[src/rtl/muxpga_cfg_loader_if.sv]
// muxpga_cfg_loader_if: host control, byte stream and fabric command bundle for the configuration loader
interface muxpga_cfg_loader_if;
  logic       start;
  logic       abort;
  logic [7:0] in_data;
  logic       in_valid;
  logic       in_ready;
  logic [1:0] cfg_cmd;
  logic [3:0] cfg_nib;
  logic       busy;
  logic       done;
  logic       error;
  modport master(output start, abort, in_data, in_valid, input in_ready, cfg_cmd, cfg_nib, busy, done, error);
  modport slave(input start, abort, in_data, in_valid, output in_ready, cfg_cmd, cfg_nib, busy, done, error);
endinterface

[src/rtl/muxpga_cfg_loader.sv]
// muxpga_cfg_loader: streams a host bitstream into the fabric as nibble SHIFTs framed by CLEAR/COMMIT.
// Define MUXPGA_CFG_CRC_EN to require a CRC-8 trailer byte before COMMIT.
module muxpga_cfg_loader #(
  parameter int NUM_BYTES = 16,
  parameter int TIMEOUT   = 255
) (
  input logic clk,
  input logic rst,
  muxpga_cfg_loader_if.slave bus
);
  typedef enum logic [3:0] {IDLE, CLEAR, WAIT, SHIFT_HI, SHIFT_LO, CHECK, COMMIT, DONE, ERR} state_t;
  state_t state, state_n;
  logic [7:0] cnt, timer, byte_q;
  logic listen, take, expired;
`ifdef MUXPGA_CFG_CRC_EN
  localparam bit CRC_EN = 1'b1;
  logic [7:0] crc;
  function automatic logic [7:0] crc8(input logic [7:0] c, input logic [7:0] d);
    logic [7:0] r;
    r = c ^ d;
    for (int i = 0; i < 8; i++) r = r[7] ? {r[6:0], 1'b0} ^ 8'h07 : {r[6:0], 1'b0};
    return r;
  endfunction
  assign listen = state == WAIT || state == CHECK;
`else
  localparam bit CRC_EN = 1'b0;
  assign listen = state == WAIT;
`endif
  assign take    = listen && bus.in_valid;
  assign expired = listen && !bus.in_valid && timer == 8'(TIMEOUT - 1);
  always_comb begin
    state_n = state;
    case (state)
      IDLE, DONE, ERR: state_n = bus.start ? CLEAR : state;
      CLEAR:           state_n = WAIT;
      WAIT:            state_n = take ? SHIFT_HI : expired ? ERR : WAIT;
      SHIFT_HI:        state_n = SHIFT_LO;
      SHIFT_LO:        state_n = cnt < 8'(NUM_BYTES) ? WAIT : CHECK;
`ifdef MUXPGA_CFG_CRC_EN
      CHECK:           state_n = take ? (bus.in_data == crc ? COMMIT : ERR) : expired ? ERR : CHECK;
`else
      CHECK:           state_n = COMMIT;
`endif
      COMMIT:          state_n = DONE;
      default:         state_n = IDLE;
    endcase
    if (bus.abort && state inside {CLEAR, WAIT, SHIFT_HI, SHIFT_LO, CHECK, COMMIT}) state_n = ERR;
  end
  // outputs decode the next state so they line up with the state they describe
  always_ff @(posedge clk or negedge rst) begin
    if (!rst) begin
      state        <= IDLE;
      cnt          <= 8'h00;
      timer        <= 8'h00;
      byte_q       <= 8'h00;
`ifdef MUXPGA_CFG_CRC_EN
      crc          <= 8'h00;
`endif
      bus.cfg_cmd  <= 2'b00;
      bus.cfg_nib  <= 4'h0;
      bus.in_ready <= 1'b0;
      bus.busy     <= 1'b0;
      bus.done     <= 1'b0;
      bus.error    <= 1'b0;
    end else begin
      state        <= state_n;
      bus.cfg_cmd  <= state_n == CLEAR ? 2'b11 : state_n == COMMIT ? 2'b10 :
                      state_n inside {SHIFT_HI, SHIFT_LO} ? 2'b01 : 2'b00;
      bus.cfg_nib  <= state_n == SHIFT_HI ? bus.in_data[7:4] : state_n == SHIFT_LO ? byte_q[3:0] : 4'h0;
      bus.in_ready <= state_n == WAIT || (CRC_EN && state_n == CHECK);
      bus.busy     <= state_n inside {CLEAR, WAIT, SHIFT_HI, SHIFT_LO, CHECK, COMMIT};
      bus.done     <= state_n == DONE;
      bus.error    <= state_n == ERR;
      if (state_n == CLEAR) begin
        cnt   <= 8'h00;
        timer <= 8'h00;
`ifdef MUXPGA_CFG_CRC_EN
        crc   <= 8'h00;
`endif
      end else if (take) begin
        timer <= 8'h00;
        if (state == WAIT) begin
          cnt    <= cnt + 8'd1;
          byte_q <= bus.in_data;
`ifdef MUXPGA_CFG_CRC_EN
          crc    <= crc8(crc, bus.in_data);
`endif
        end
      end else if (listen) begin
        timer <= timer + 8'd1;
      end
    end
  end
endmodule
[src/flat_wrapper.sv]
// flat-port wrapper written by rule: the top's interface ports become plain ports
module muxpga_cfg_loader_flat 
#(
  parameter int NUM_BYTES = 16,
  parameter int TIMEOUT   = 255
)
  (clk, rst, bus_start, bus_abort, bus_in_data, bus_in_valid, bus_in_ready, bus_cfg_cmd, bus_cfg_nib, bus_busy, bus_done, bus_error);
  muxpga_cfg_loader_if bus_i ();
  input logic clk;
  input logic rst;
  input wire logic [$bits(bus_i.start)-1:0] bus_start;
  input wire logic [$bits(bus_i.abort)-1:0] bus_abort;
  input wire logic [$bits(bus_i.in_data)-1:0] bus_in_data;
  input wire logic [$bits(bus_i.in_valid)-1:0] bus_in_valid;
  output wire logic [$bits(bus_i.in_ready)-1:0] bus_in_ready;
  output wire logic [$bits(bus_i.cfg_cmd)-1:0] bus_cfg_cmd;
  output wire logic [$bits(bus_i.cfg_nib)-1:0] bus_cfg_nib;
  output wire logic [$bits(bus_i.busy)-1:0] bus_busy;
  output wire logic [$bits(bus_i.done)-1:0] bus_done;
  output wire logic [$bits(bus_i.error)-1:0] bus_error;
  assign bus_i.start = bus_start;
  assign bus_i.abort = bus_abort;
  assign bus_i.in_data = bus_in_data;
  assign bus_i.in_valid = bus_in_valid;
  assign bus_in_ready = bus_i.in_ready;
  assign bus_cfg_cmd = bus_i.cfg_cmd;
  assign bus_cfg_nib = bus_i.cfg_nib;
  assign bus_busy = bus_i.busy;
  assign bus_done = bus_i.done;
  assign bus_error = bus_i.error;
  muxpga_cfg_loader #(.NUM_BYTES(NUM_BYTES), .TIMEOUT(TIMEOUT)) u_core (.clk(clk), .rst(rst), .bus(bus_i));
endmodule
[config.mk]
export PLATFORM = sky130hd
export DESIGN_NAME = muxpga_cfg_loader_flat
export DESIGN_NICKNAME = d
export VERILOG_FILES = /design/src/rtl/muxpga_cfg_loader_if.sv /design/src/rtl/muxpga_cfg_loader.sv /design/src/flat_wrapper.sv
export SDC_FILE = /design/constraint.sdc
export NUM_CORES = 1
export LEC_CHECK = 0
export CAP_MARGIN = 10
export CORE_UTILIZATION = 35
export DETAILED_ROUTE_END_ITERATION = 8
export MAX_ROUTING_LAYER = met4
export RECOVER_POWER = 50
export SYNTH_ARGS = -nofsm -noshare
export SYNTH_HDL_FRONTEND = slang
export SYNTH_SLANG_ARGS = --single-unit
[constraint.sdc]
create_clock -name clk -period 2.6 [get_ports clk]
set_input_delay 0.52 -clock clk [delete_from_list [all_inputs] [get_ports clk]]
set_output_delay 0.52 -clock clk [all_outputs]
set_load 0.05 [all_outputs]
Word-level counts from Yosys, hierarchy flattened
Cells that the tools add are included.
{"block": "word_totals", "regBits": 34, "in_bits": 13, "output_inout_bits": 10, "elab_cells": 63}
{"block": "classes", "addsub": 2, "n_lt_le_gt_ge": 1, "eq_ne": 17, "n_mux": 17, "bitwise_logic": 1, "n_reduce_logical": 15}
{"cell": "$mux W8", "n": 6}
{"cell": "$eq A4 B3 Y1 const B", "n": 8}
{"cell": "$pmux W4 S7", "n": 1}
{"cell": "$mux W4", "n": 6}
{"cell": "$add A8 B1 Y8 const B", "n": 2}
{"cell": "$eq A4 B2 Y1 const B", "n": 4}
{"cell": "$reduce_bool A6 Y1", "n": 2}
{"cell": "$eq A4 B1 Y1 const B", "n": 2}
{"cell": "$eq A4 B4 Y1 const B", "n": 2}
{"cell": "$eq A8 B8 Y1 const B", "n": 1}
{"cell": "$lt A8 B5 Y1 const B", "n": 1}
{"cell": "$reduce_bool A2 Y1", "n": 3}
{"cell": "$logic_and A1 B1 Y1", "n": 4}
{"cell": "$logic_not A4 Y1", "n": 1}
{"cell": "$mux W2", "n": 2}
{"cell": "$mux W3", "n": 1}
{"cell": "$reduce_and A3 Y1", "n": 1}
{"cell": "$reduce_bool A3 Y1", "n": 1}
{"cell": "$reduce_or A3 Y1", "n": 1}
{"cell": "$reduce_and A2 Y1", "n": 1}
{"cell": "$logic_not A1 Y1", "n": 1}
{"cell": "$mux W1", "n": 1}
{"cell": "$not A1 Y1", "n": 1}

Logic depth before layout (Yosys ltp)
Gate-level depths: netlist (run 1).
{"block": "logic_depth", "depth_word": 12, "depth_mapped": 8, "depth_no_buf": 7}

Worst setup path before layout (run 1)
No wires, ideal clock.
{"block": "synth_path", "path_kind": "flip-flop to flip-flop", "start": "register u_core.cnt[7]", "end": "register u_core.timer[1]", "setup_ns": 0.136, "arrival_time_ns": 2.057, "t_required_ns": 2.464, "slack_ns": 0.407, "stages_incl_launch_ff": 8, "path_buffers": 1, "period_less_slack_ns": 2.193, "cell_sequence": "dfrtp_1 or4_4 and4b_4 o21ai_2 inv_2 nor4b_4 buf_6 o32ai_2"}
{"block": "synth_between", "elab_chain_len": 6, "word_cells_on_any_way": 7, "classes_between": "1 x order compare; 1 x eq/ne; 4 x mux; 1 x reduce/logical"}
{"item": "start, declared", "line_no": "muxpga_cfg_loader.sv:13", "rtl": "logic [7:0] cnt, timer, byte_q;"}
{"item": "start signal, assigned", "line_no": "muxpga_cfg_loader.sv:83", "rtl": "cnt <= cnt + 8'd1;"}
{"item": "$lt A8 B5 Y1 (*)", "line_no": "muxpga_cfg_loader.sv:38", "rtl": "SHIFT_LO: state_n = cnt < 8'(NUM_BYTES) ? WAIT : CHECK;"}
{"item": "$mux W3 (*)", "line_no": "muxpga_cfg_loader.sv:38"}
{"item": "$pmux W4 S7 (*)", "line_no": "muxpga_cfg_loader.sv:33", "rtl": "case (state)"}
{"item": "$mux W4 (*)", "line_no": "muxpga_cfg_loader.sv:47", "rtl": "if (bus.abort && state inside {CLEAR, WAIT, SHIFT_HI, SHIFT_LO, CHECK, COMMIT}) state_n = ERR;"}
{"item": "via u_core.state_n[2]", "line_no": "muxpga_cfg_loader.sv:12", "rtl": "state_t state, state_n;"}
{"item": "$eq A4 B1 Y1 (*)", "line_no": "muxpga_cfg_loader.sv:74", "rtl": "if (state_n == CLEAR) begin"}
{"item": "$reduce_bool A3 Y1 (no line) / $mux W8 (equally long branches)"}
{"item": "end signal, assigned", "line_no": "muxpga_cfg_loader.sv:90", "rtl": "timer <= timer + 8'd1;"}
{"item": "end, declared", "line_no": "muxpga_cfg_loader.sv:13"}
Mark *: on every way through the listed nets, which the timed path passes. The rest lies on a longest branch.
A chain may end at the register's enable or synchronous reset.

Final worst setup path (run 1)
{"block": "layout_path", "start": "register u_core.cnt[6]", "end": "register u_core.bus.cfg_nib[0]"}
{"block": "layout_between", "elab_chain_len": 7, "word_cells_on_any_way": 8, "classes_between": "1 x order compare; 2 x eq/ne; 5 x mux"}
{"item": "$lt A8 B5 Y1 (*)", "line_no": "muxpga_cfg_loader.sv:38"}
{"item": "$mux W3 (*)", "line_no": "muxpga_cfg_loader.sv:38"}
{"item": "$pmux W4 S7 (*)", "line_no": "muxpga_cfg_loader.sv:33"}
{"item": "$mux W4 (*)", "line_no": "muxpga_cfg_loader.sv:47"}
{"item": "$eq A4 B3 Y1", "line_no": "muxpga_cfg_loader.sv:69", "rtl": "bus.cfg_nib <= state_n == SHIFT_HI ? bus.in_data[7:4] : state_n == SHIFT_LO ? byte_q[3:0] : 4'h0;"}
{"item": "$mux W4", "line_no": "muxpga_cfg_loader.sv:69"}
{"item": "$mux W4 (*)", "line_no": "muxpga_cfg_loader.sv:69"}
{"item": "end signal, assigned", "line_no": "muxpga_cfg_loader.sv:69"}
{"item": "end, declared", "line_no": "muxpga_cfg_loader_if.sv:14", "rtl": "modport slave(input start, abort, in_data, in_valid, output in_ready, cfg_cmd, cfg_nib, busy, done, error);"}
Every way passes the cells marked *; elsewhere a longest branch is shown, timed or not.

==> impl_metrics.py, run 1 <==
metrics = {
    "power_and_ir_drop": {
        "p_per_area_mw_per_mm2": 970,
        "ir_worst_vdd_v": 0.000479,
        "p_leak_nw": 0.917,
    },
    "detailed_routing": {
        "drc": 0,
        "firstDrtPassIters": 4,
        "vias": 1299,
        "post_drt_wl_per_cell_um": 13.1,
        "initialDrtViolationCount": 56,
        "drt-total-wl_mm": 3.44,
        "viasPerCell": 4.96,
        "postRouteAntennaNets": 0,
    },
    "clock_tree": {
        "clockBufferDepth": 2,
        "post-cts-setup-buffers": 0,
        "cts.sinks": 34,
        "cts_resized": 0,
        "cts_inserted_buffers": 5,
        "htreeDepth": 2,
        "ctsHoldBuffers": 0,
        "clk_latency_ns": 0.28,
        "path_clk_slew_ns": 0.07,
        "cts_root_buffer": "clkbuf_8",
        "tritoncts": "yes",
    },
    "floorplan": {
        "die_height_um": 72.3,
        "fp.dieW_um": 72.3,
        "rows": 25,
        "die_area_sq_mm": 0.00523,
        "ios": 23,
        "start_util_pct": 36.4,
        "core_sq_mm": 0.00475,
    },
    "yosys": {
        "synth_edf_count": 0,
        "synthArstFlopShare_pct": 100,
        "synth_area_sq_mm": 0.00173,
        "yosys_warnings": 0,
        "yosysTopAreaCell": "dfrtp_1",
        "yosysUniqueCellTypes": 49,
        "ys_seq_elements": 34,
        "yosysMostFrequentCell": "dfrtp_1",
        "synthesis.nets": 180,
        "avgSynthCellArea_sq_um": 10.6,
        "syn_inst": 164,
        "synthTopCellsByArea": "dfrtp_1 49%, nor2_1 4.1%, nand2_1 3.7%",
        "synthTopCellsByCount": "34 x dfrtp_1, 19 x nor2_1, 17 x nand2_1, 9 x nand3_1, 6 x xnor2_1",
        "yosysSeqAreaShare_pct": 49.1,
        "synth_ff_type": "dfrtp_1",
        "synth_top_area_share_pct": 49.1,
    },
    "finish": {
        "drive_gt1_share_pct": 15.9,
        "seq_area_sq_um": 851,
        "layout-area-overhead-vs-synth_pct": 24.1,
        "nFillCells": 476,
        "multiInputGateArea_sq_um": 815,
        "fin_nets": 210,
        "n_antenna_cell": 0,
    },
    "global_route": {
        "grt_usage_pct": 15.8,
        "antenna_found_initial": 0,
        "grt_max_degree": 35,
        "grt_pass1_wl_mm": 6.00,
        "grt_overflow": 0,
        "grt_pass1_vias": 1279,
    },
    "sta": {
        "tightestPinTransition_ns": 0.850,
        "skew_ns": 0.00623,
        "holdWs_ns": 0.507,
        "fin_crit_ns": 2.35,
        "hold_viol_final": 0,
        "max_freq_mhz": 425,
        "setup_tns_ns": 0,
        "post-route-period-util_pct": 90.5,
        "relSlewSlack_pct": 43.3,
        "rsz0062_at_grt": "no",
        "drv_slew": 0,
        "setup_viol": 0,
    },
    "setup_path": {
        "critPathLaunchType": "register",
        "crit_path_end_kind": "register",
        "critPathBufInv": 0,
        "critPathMaxStageDelay_ns": 0.53,
        "crit_family": "compound AO/OA/AOI/OAI gates",
        "required_ns": 2.82,
        "worstPathCellList": "or4_4 -> a221oi_1 -> o21ai_0 -> nor4_4 -> a22o_1",
        "crit_fanout": 4,
        "worstSetupPathType": "register to register",
        "worstPathArrival_ns": 2.58,
        "cpMaxStageDelayCell": "or4_4",
    },
    "status": {
        "outcome": "finished clean",
    },
    "worst_hold_path": {
        "hp-class": "register to register",
    },
    "placed_design": {
        "dpl.hpwl_mm": 2.45,
        "io_buffers": 22,
        "globalplace.congestion": 0.805,
    },
    "flow_run": {
        "maxCapViolations": 0,
    },
}
[final timing paths]
kind	cells past startpoint	slack, ns	start	to
setup / recovery	5	0.25	u_core.cnt[6]$_DFFE_PN0P_	u_core.bus.cfg_nib[0]$_DFF_PN0_
hold / removal	1	0.51	u_core.byte_q[1]$_DFFE_PN0P_	u_core.bus.cfg_nib[1]$_DFF_PN0_
setup reg to reg	5	0.25	u_core.cnt[6]$_DFFE_PN0P_	u_core.bus.cfg_nib[0]$_DFF_PN0_
hold reg to reg	1	0.51	u_core.byte_q[1]$_DFFE_PN0P_	u_core.bus.cfg_nib[1]$_DFF_PN0_
max in group asynchronous	2	1.19	rst	u_core.state[2]$_DFF_PN0_
min in group asynchronous	2	0.87	rst	u_core.timer[2]$_DFFE_PN0P_
[where the power goes]
part	internal, mW	switching [mW]
clock network	0.213	0.186
registers	0.665	0.113
logic	0.375	0.533
total	1.25	0.831
[metal layers]
metal / vias to the layer above / share of wire (%) / track usage [%]
met1: 616 / 46 / 18.6
li1: 644 / - / -
met3: 4 / 6.1 / 6.11
met2: 35 / 46 / 23.7
met4: 0 / 1.0 / 7.41
met5: - / 0 / -
[registers in the layout, indices dropped and copies added (netlist names)]
name and count:
u_core.cnt 8, u_core.timer 8, u_core.bus.cfg_nib 4, u_core.byte_q 4, u_core.state 4, u_core.bus.cfg_cmd 2
u_core.bus.busy 1, u_core.bus.done 1, u_core.bus.error 1, u_core.bus.in_ready 1
[layout by cell type, fill, tap and decap left out, types with 3 or more instances in the layout]
master / count
dfrtp_1: 34
clkdlybuf4s50_1: 21
nor2_1: 19
nand2_1: 17
nand3_1: 9
inv_1: 6
xnor2_1: 6
clkbuf_8: 6
buf_4: 5
a21oi_1: 4
nor3_1: 4
a22o_1: 4
mux2_2: 4
o22ai_1: 4
xor2_1: 4
ha_1: 3
[logic make-up after synthesis]
family	count (synthesis)	share of synthesized area [%]
AND/OR/NAND/NOR	74	24.7
flip-flops	34	49.1
AO/OA/AOI/OAI	26	12.9
buffers and inverters	13	3.47
XOR/XNOR	10	5.06
multiplexers	4	2.60
adder cells (fa/ha/maj)	3	2.17
[through the flow]
| stage | total power, mW | cells | setup slack, ns | area (sq um) | utilization [%] |
|---|---|---|---|---|---|
| CTS | 2.12 | 262 | 0.260 | 2160 | 45.5 |
| global placement | 1.69 | 254 | 0.0963 | 2070 | 43.6 |
| finish | 2.08 | 262 | 0.246 | 2150 | 45.2 |
| global route | 2.22 | 262 | 0.0805 | 2150 | 45.2 |
| floorplan | 1.42 | 164 | 0.407 | 1730 | - |
| detailed placement | 1.71 | 254 | 0.0468 | 2070 | 43.6 |
[area by class of cell]
class                   count  area share, %
clock inverters             1          0.233
flip-flops and latches     34           39.6
inverters                   6           1.05
repair buffers             30           13.3
multi-input cells         117           37.9
clock buffers               7           4.02
well taps                  67           3.90
(Power assumes the default switching activity.)
==> inputs of run 2 (changes only) <==
SLEW_MARGIN = 20   (was unset)
==> results of run 2 <==
Same layout as run 1: the final DEF is identical, and so are final timing and power.
